`config.mk`:
```
export PLATFORM = sky130hd
export DESIGN_NAME = usart_cmd_decoder
export DESIGN_NICKNAME = d
export VERILOG_FILES = /design/src/rtl/usart_cmd_decoder.sv
export SDC_FILE = /design/constraint.sdc
export NUM_CORES = 1
export LEC_CHECK = 0
export BUFFER_PORTS_ARGS = -buffer_cell sky130_fd_sc_hd__buf_2
export CAP_MARGIN = 20
export CORE_UTILIZATION = 50
export CTS_CLUSTER_SIZE = 24
export DETAILED_ROUTE_END_ITERATION = 6
export MAX_ROUTING_LAYER = met4
export PLACE_DENSITY = 0.72
export SLEW_MARGIN = 30
export SYNTH_ARGS = -nofsm -noshare
export SYNTH_HDL_FRONTEND = slang
export SYNTH_SLANG_ARGS = --single-unit
```
`constraint.sdc`:
```
create_clock -name clk -period 2.5 [get_ports clk]
set_input_delay 0.125 -clock clk [delete_from_list [all_inputs] [get_ports clk]]
set_output_delay 0.125 -clock clk [all_outputs]
set_load 0.05 [all_outputs]
```
`src/rtl/usart_cmd_decoder.sv`:
```
// Host command framer: SYNC, OPCODE, payload, XOR CHK -> atomic config update and arm/abort strobes.
// Define USART_CMD_ACK_EN to add the tx_data/tx_valid/tx_ready response channel.
module usart_cmd_decoder #(
  parameter logic [7:0]  SYNC_BYTE      = 8'hA5,
  parameter int          TIMEOUT_CYCLES = 50000,
  parameter logic [15:0] DIV_RESET      = 16'd1,
  parameter logic [15:0] DEPTH_RESET    = 16'd1024
) (
  input  logic        clk,
  input  logic        nreset,
  input  logic [7:0]  rx_data,
  input  logic        rx_ready,
  input  logic        rx_error,
  output logic [15:0] cfg_div,
  output logic [7:0]  cfg_trig_mask,
  output logic [7:0]  cfg_trig_value,
  output logic [15:0] cfg_depth,
  output logic        arm,
  output logic        abort,
  output logic        cmd_ok,
  output logic        cmd_err,
  output logic [1:0]  err_code
`ifdef USART_CMD_ACK_EN
  ,
  output logic [7:0]  tx_data,
  output logic        tx_valid,
  input  logic        tx_ready
`endif
);

  localparam int TW = (TIMEOUT_CYCLES > 1) ? $clog2(TIMEOUT_CYCLES) : 1;
  localparam logic [TW-1:0] TMO_MAX = TW'(TIMEOUT_CYCLES - 1);

  localparam logic [7:0] OP_DIV   = 8'h01;
  localparam logic [7:0] OP_TRIG  = 8'h02;
  localparam logic [7:0] OP_DEPTH = 8'h03;
  localparam logic [7:0] OP_ARM   = 8'h10;
  localparam logic [7:0] OP_ABORT = 8'h11;

  typedef enum logic [1:0] {IDLE, OPCODE, PAYLOAD, CHECK} state_t;

  state_t          state, state_nxt;
  logic [7:0]      op, chk;
  logic [1:0][7:0] shadow;
  logic            idx;
  logic [TW-1:0]   timer;

  logic            in_frame, tmo, byte_acc, op_valid, op_payload;
  logic            commit, fire_err;
  logic [1:0]      code_nxt;
  logic            arm_d, abort_d;

  assign in_frame   = (state != IDLE);
  assign tmo        = in_frame && (timer == TMO_MAX);
  // rx_error and timeout both terminate the frame and swallow any same-cycle byte
  assign byte_acc   = rx_ready && !(in_frame && (rx_error || tmo));
  assign op_valid   = (rx_data == OP_DIV) || (rx_data == OP_TRIG) || (rx_data == OP_DEPTH) ||
                      (rx_data == OP_ARM) || (rx_data == OP_ABORT);
  assign op_payload = (rx_data[7:4] == 4'h0);

  // state register
  always_ff @(posedge clk or negedge nreset) begin
    if (!nreset) state <= IDLE;
    else         state <= state_nxt;
  end

  // next state and frame events
  always_comb begin
    state_nxt = state;
    commit    = 1'b0;
    fire_err  = 1'b0;
    code_nxt  = err_code;
    if (in_frame && rx_error) begin
      fire_err  = 1'b1;
      code_nxt  = 2'd3;
      state_nxt = IDLE;
    end else if (tmo) begin
      fire_err  = 1'b1;
      code_nxt  = 2'd2;
      state_nxt = IDLE;
    end else if (rx_ready) begin
      case (state)
        IDLE:    if (rx_data == SYNC_BYTE) state_nxt = OPCODE;
        OPCODE: begin
          if (op_valid) state_nxt = op_payload ? PAYLOAD : CHECK;
          else begin
            fire_err  = 1'b1;
            code_nxt  = 2'd0;
            state_nxt = IDLE;
          end
        end
        PAYLOAD: if (idx) state_nxt = CHECK;
        CHECK: begin
          if (rx_data == chk) commit = 1'b1;
          else begin
            fire_err = 1'b1;
            code_nxt = 2'd1;
          end
          state_nxt = IDLE;
        end
        default: state_nxt = IDLE;
      endcase
    end
  end

  // output decode (registered below)
  always_comb begin
    arm_d   = commit && (op == OP_ARM);
    abort_d = commit && (op == OP_ABORT);
  end

  // frame datapath: opcode, shadow payload, running checksum, inter-byte timer
  always_ff @(posedge clk or negedge nreset) begin
    if (!nreset) begin
      op     <= '0;
      chk    <= '0;
      shadow <= '0;
      idx    <= 1'b0;
      timer  <= '0;
    end else begin
      if (byte_acc && state == OPCODE) begin
        op  <= rx_data;
        chk <= rx_data;
        idx <= 1'b0;
      end
      if (byte_acc && state == PAYLOAD) begin
        shadow[idx] <= rx_data;
        chk         <= chk ^ rx_data;
        idx         <= 1'b1;
      end
      if (byte_acc || state_nxt == IDLE) timer <= '0;
      else                               timer <= timer + TW'(1);
    end
  end

  // config and strobes; whole register written from shadow on the commit edge
  always_ff @(posedge clk or negedge nreset) begin
    if (!nreset) begin
      cfg_div        <= DIV_RESET;
      cfg_trig_mask  <= 8'h00;
      cfg_trig_value <= 8'h00;
      cfg_depth      <= DEPTH_RESET;
      arm            <= 1'b0;
      abort          <= 1'b0;
      cmd_ok         <= 1'b0;
      cmd_err        <= 1'b0;
      err_code       <= 2'd0;
    end else begin
      arm     <= arm_d;
      abort   <= abort_d;
      cmd_ok  <= commit;
      cmd_err <= fire_err;
      if (fire_err) err_code <= code_nxt;
      if (commit) begin
        case (op)
          OP_DIV:   cfg_div <= {shadow[1], shadow[0]};
          OP_TRIG: begin
            cfg_trig_mask  <= shadow[0];
            cfg_trig_value <= shadow[1];
          end
          OP_DEPTH: cfg_depth <= {shadow[1], shadow[0]};
          default: ;
        endcase
      end
    end
  end

`ifdef USART_CMD_ACK_EN
  // response byte: opcode on accept, E0|code on reject; latest response wins
  always_ff @(posedge clk or negedge nreset) begin
    if (!nreset) begin
      tx_data  <= 8'h00;
      tx_valid <= 1'b0;
    end else if (commit) begin
      tx_data  <= op;
      tx_valid <= 1'b1;
    end else if (fire_err) begin
      tx_data  <= {6'b111000, code_nxt};
      tx_valid <= 1'b1;
    end else if (tx_valid && tx_ready) begin
      tx_valid <= 1'b0;
    end
  end
`endif

endmodule

```
==> out/summary.log <==
[timing] number of slew-limit violations in the final report 0
[timing] Final min period 2.29 ns
[logic_synthesis] count of distinct cell types in the synthesized netlist 52
[worst_setup_path] Crit path largest cell delay 0.48 ns
[logic_synthesis] mux cell area share after synthesis 0.191
[logic_synthesis] Async SR Flop Fraction 1.00
[final_layout] post-route core utilization 0.592
[routing] number of routed nets with antenna violations 0
[logic_synthesis] fraction of the mapped netlist area in simple logic gates 0.135
[routing] routed vias 3241
[worst_setup_path] kind of cell adding the most delay to the critical path simple AND/OR/NAND/NOR gates
[pwr] share of total power consumed by net switching 0.320
[floorplanning] CORE AREA 9280 um^2
[timing] number of endpoints with negative hold slack in the final report 0
[timing] actual slew at the worst max-slew pin 0.676 ns
[logic_synthesis] Synth Area in Compound Gates 0.0534
[logic_synthesis] Net Count, Synth 391
[final_layout] cell area after layout 5500 um^2
[logic_synthesis] summed instance area of the synthesized netlist 4830 um^2
[flow_run] maximum capacitance violations 0
[worst_setup_path] library cell contributing the largest single delay on the critical path and4_1
[pwr] Leakage 2.74 nW
[pwr] Sw Pwr 1.20 mW
[routing] DR WL/cell 17.7 um
[cts] post-cts repair resize count 0
[logic_synthesis] most instantiated flip-flop cell in the synthesis netlist dfrtp_1
[worst_setup_path] kind of critical path flop to flop
[final_layout] filler instances 769
[worst_setup_path] sum of buffers and inverters on the critical path 0
[placed_design] Routability Congestion 0.874
[cts] clk root buf clkbuf_8
[worst_setup_path] category of the worst setup path capture point flop
[global_route] maximum number of pins on one net before global-route repair 95
[pwr] Pwr Density 681 nW/um^2
[cts] clock tree from TritonCTS built
[worst_setup_path] required time of the critical path 2.77 ns
[worst_setup_path] sequence of cells on the critical path ha_1 > nand3_1 > nor3_1 > a21oi_2 > and4_1 > mux2_2
[pwr] Int Power 2.55 mW
[logic_synthesis] post-synthesis xor/xnor area fraction 0.0399
[logic_synthesis] cell count after synthesis 378
[placed_design] worst slack, placed 0.228 ns
[logic_synthesis] Yosys top cell by area dfrtp_1
[routing] drt drc 0
[outcome] run status finished, final reports clean
[timing] Total Neg Setup Slack 0 ns
[cts] clock network latency to the later pin of the worst-skew pair 0.38 ns
[floorplanning] area of the die 10100 um^2
[global_route] number of global-route vias before repair 3239
[logic_synthesis] count of state elements after synthesis 105
[placed_design] placed wire-length estimate 7090 um
[pwr] fraction of power consumed by sequential logic 0.550
[pwr] largest voltage drop on the vdd net 0.000449 V
[cts] Clock transition at path regs 0.11 ns
[floorplanning] Initial Util 0.520
[floorplanning] # IOs 66
[global_route] global-route wire length before repair 16900 um
[timing] part of the cycle the worst path needs 0.915
[hold_path] class of the tightest hold or removal check primary input to flop
[pwr] share of total power in combinational logic 0.166
[final_layout] nets@finish 458
[worst_setup_path] largest fanout of any net on the critical path 8
[placed_design] post-detailed-placement cell area 5280 um^2
[timing] Max-Slew Margin vs Limit 0.548
[worst_setup_path] internal reg-to-reg setup slack 0.21 ns
[placed_design] number of buffers added on ports 65
[global_route] remaining global-route overflow 0
[final_layout] number of inserted diodes 0
[logic_synthesis] largest cells by area after synthesis dfrtp_1, mux2_2, mux2_4, xnor2_1, nor2_1
[routing] initial detailed-routing violation count 152
[logic_synthesis] mean cell area of the mapped netlist 12.8 um^2
[final_layout] fraction of final layout cells sized beyond drive strength 1 0.391
[timing] achievable frequency 437 MHz
[cts] TritonCTS buffer count 9
[final_layout] relative area change from synthesis to final layout 13.9%
[logic_synthesis] sequential cell area fraction in the yosys report 0.545
[pwr] relative contribution of the clock network to total power 0.284
[timing] final clock skew 0.0177 ns
[cts] Longest Clk Path Bufs 2
[timing] Final Worst Setup Slack 0.213 ns
[routing] Total Routed Length 10300 um
[global_route] overall global routing resource usage 0.226
[logic_synthesis] count of warnings emitted by yosys 0
[routing] router iterations before antenna repair 5
[floorplanning] y dimension of the die 100 um
[timing] endpoints failing setup 0
[cts] number of levels the H-tree was split into 3
[timing] unrepaired setup endpoints after global routing no
[floorplanning] Placement Rows 35
[logic_synthesis] dominant combinational cell family by area after synthesis multiplexers
[logic_synthesis] Post-synth EDFFs 0
[cts] clock sinks 105
[worst_setup_path] Critical Path Source Type flop
[routing] average vias per placed instance 5.60
[logic_synthesis] adder-cell area share of the yosys netlist 0.00259
[floorplanning] horizontal die dimension 100 um
[logic_synthesis] area fraction of the dominant cell type after synthesis 0.534
[global_route] number of antenna violations at the first check in global routing 0
[worst_setup_path] arrival time of the worst setup path 2.56 ns
-- cell usage in the layout, fill, tap and decap left out, types with 9 or more instances in the layout --
| cell type | instances |
|---|---|
| buf_2 | 64 |
| a31oi_1 | 9 |
| nor2_1 | 27 |
| nor3_1 | 14 |
| clkbuf_8 | 9 |
| dfrtp_1 | 103 |
| nand2_1 | 15 |
| mux2_2 | 42 |
| xnor2_1 | 14 |
| buf_4 | 10 |
| mux2_4 | 30 |
| nand4_1 | 13 |
-- layout make-up --
| type | instances | area [um^2] | share of cell area |
|---|---|---|---|
| sequential | 105 | 2630 | 0.478 |
| multi-input combinational | 246 | 2040 | 0.370 |
| timing repair buffer | 78 | 455 | 0.0828 |
| tap | 129 | 161 | 0.0293 |
| clock buffer | 9 | 124 | 0.0225 |
| clock inverter | 7 | 75.1 | 0.0136 |
| inverter | 5 | 18.8 | 0.00341 |
-- synthesized netlist by cell type, drive strengths merged (4+ instances only) --
master	count
inv	4
nand4	14
nor3	16
a21oi	6
nor2	29
o22ai	8
clkbuf	8
xnor2	14
a211oi	8
nor4	4
nand3	9
and3	4
a31oi	9
or4	4
dfrtp	103
nand2	15
xor2	8
mux2	72
buf	14
-- power groups by stage --
| stage | clock network (mW) | registers [mW] | logic, mW |
|---|---|---|---|
| global placement | 0 | 2.08 | 0.594 |
| global route | 1.15 | 2.08 | 0.685 |
| detailed placement | 0 | 2.10 | 0.616 |
| floorplan | 0 | 2.08 | 0.416 |
| finish | 1.06 | 2.06 | 0.621 |
| CTS | 1.09 | 2.06 | 0.621 |
-- per-layer routing --
metal,track usage,share of wire,up-vias
met1,0.301,0.46,1645
li1,-,-,1493
met2,0.355,0.48,90
met4,0.0758,0.014,0
met5,-,0,-
met3,0.0362,0.047,13
-- worst register-to-register path, cell delays in order, from the launching register on --
cell and delay [ns]:
dfrtp_1 0.42, ha_1 0.23, nand3_1 0.20, nor3_1 0.13, a21oi_2 0.34, and4_1 0.48, mux2_2 0.39
-- flip-flops by register name, indices dropped and copies added, names as in the netlist --
register / cells
shadow: 16
chk: 8
idx: 1
cmd_ok: 1
cfg_trig_value: 8
abort: 1
err_code: 2
op: 8
cfg_depth: 16
cmd_err: 1
state: 2
arm: 1
timer: 16
cfg_trig_mask: 8
cfg_div: 16
-- what timing repair did --
action / 4_1_cts / 5_1_grt
buffers inserted: 0 / 0
hold endpoints to repair: 105 / 0
hold buffers: 2 / 0
-- cell families (layout without fill, tap and decap cells) --
family                     after synthesis  in the layout
and+or+nand+nor                        112            112
DFF                                    105            105
muxes                                   72             72
buffers and inverters                   27             99
xor gates and xnor gates                22             22
AOI/OAI and AO/OA                       39             39
adders and majority gates                1              1
-- path summary, 6_finish.rpt --
check	start	cells past startpoint	end
worst max register to register	timer[0]$_DFF_PN0_	6	shadow[9]$_DFFE_PN0P_
worst min register to register	timer[0]$_DFF_PN0_	1	timer[0]$_DFF_PN0_
min in group asynchronous	nreset	2	cfg_depth[0]$_DFFE_PN0P_
worst max-delay path	timer[0]$_DFF_PN0_	6	shadow[9]$_DFFE_PN0P_
max in group asynchronous	nreset	3	cfg_depth[10]$_DFFE_PN1P_
worst min-delay path	rx_ready	2	timer[5]$_DFF_PN0_
-- metrics by stage --
step,hold slack [ns],cells,power [mW]
finish,0.101,579,3.75
detailed placement,-0.0230,561,2.71
global placement,-0.0231,561,2.67
CTS,0.0809,579,3.77
floorplan,-0.171,378,2.50
global route,0.111,579,3.92
Power figures use the tool's default switching activity.
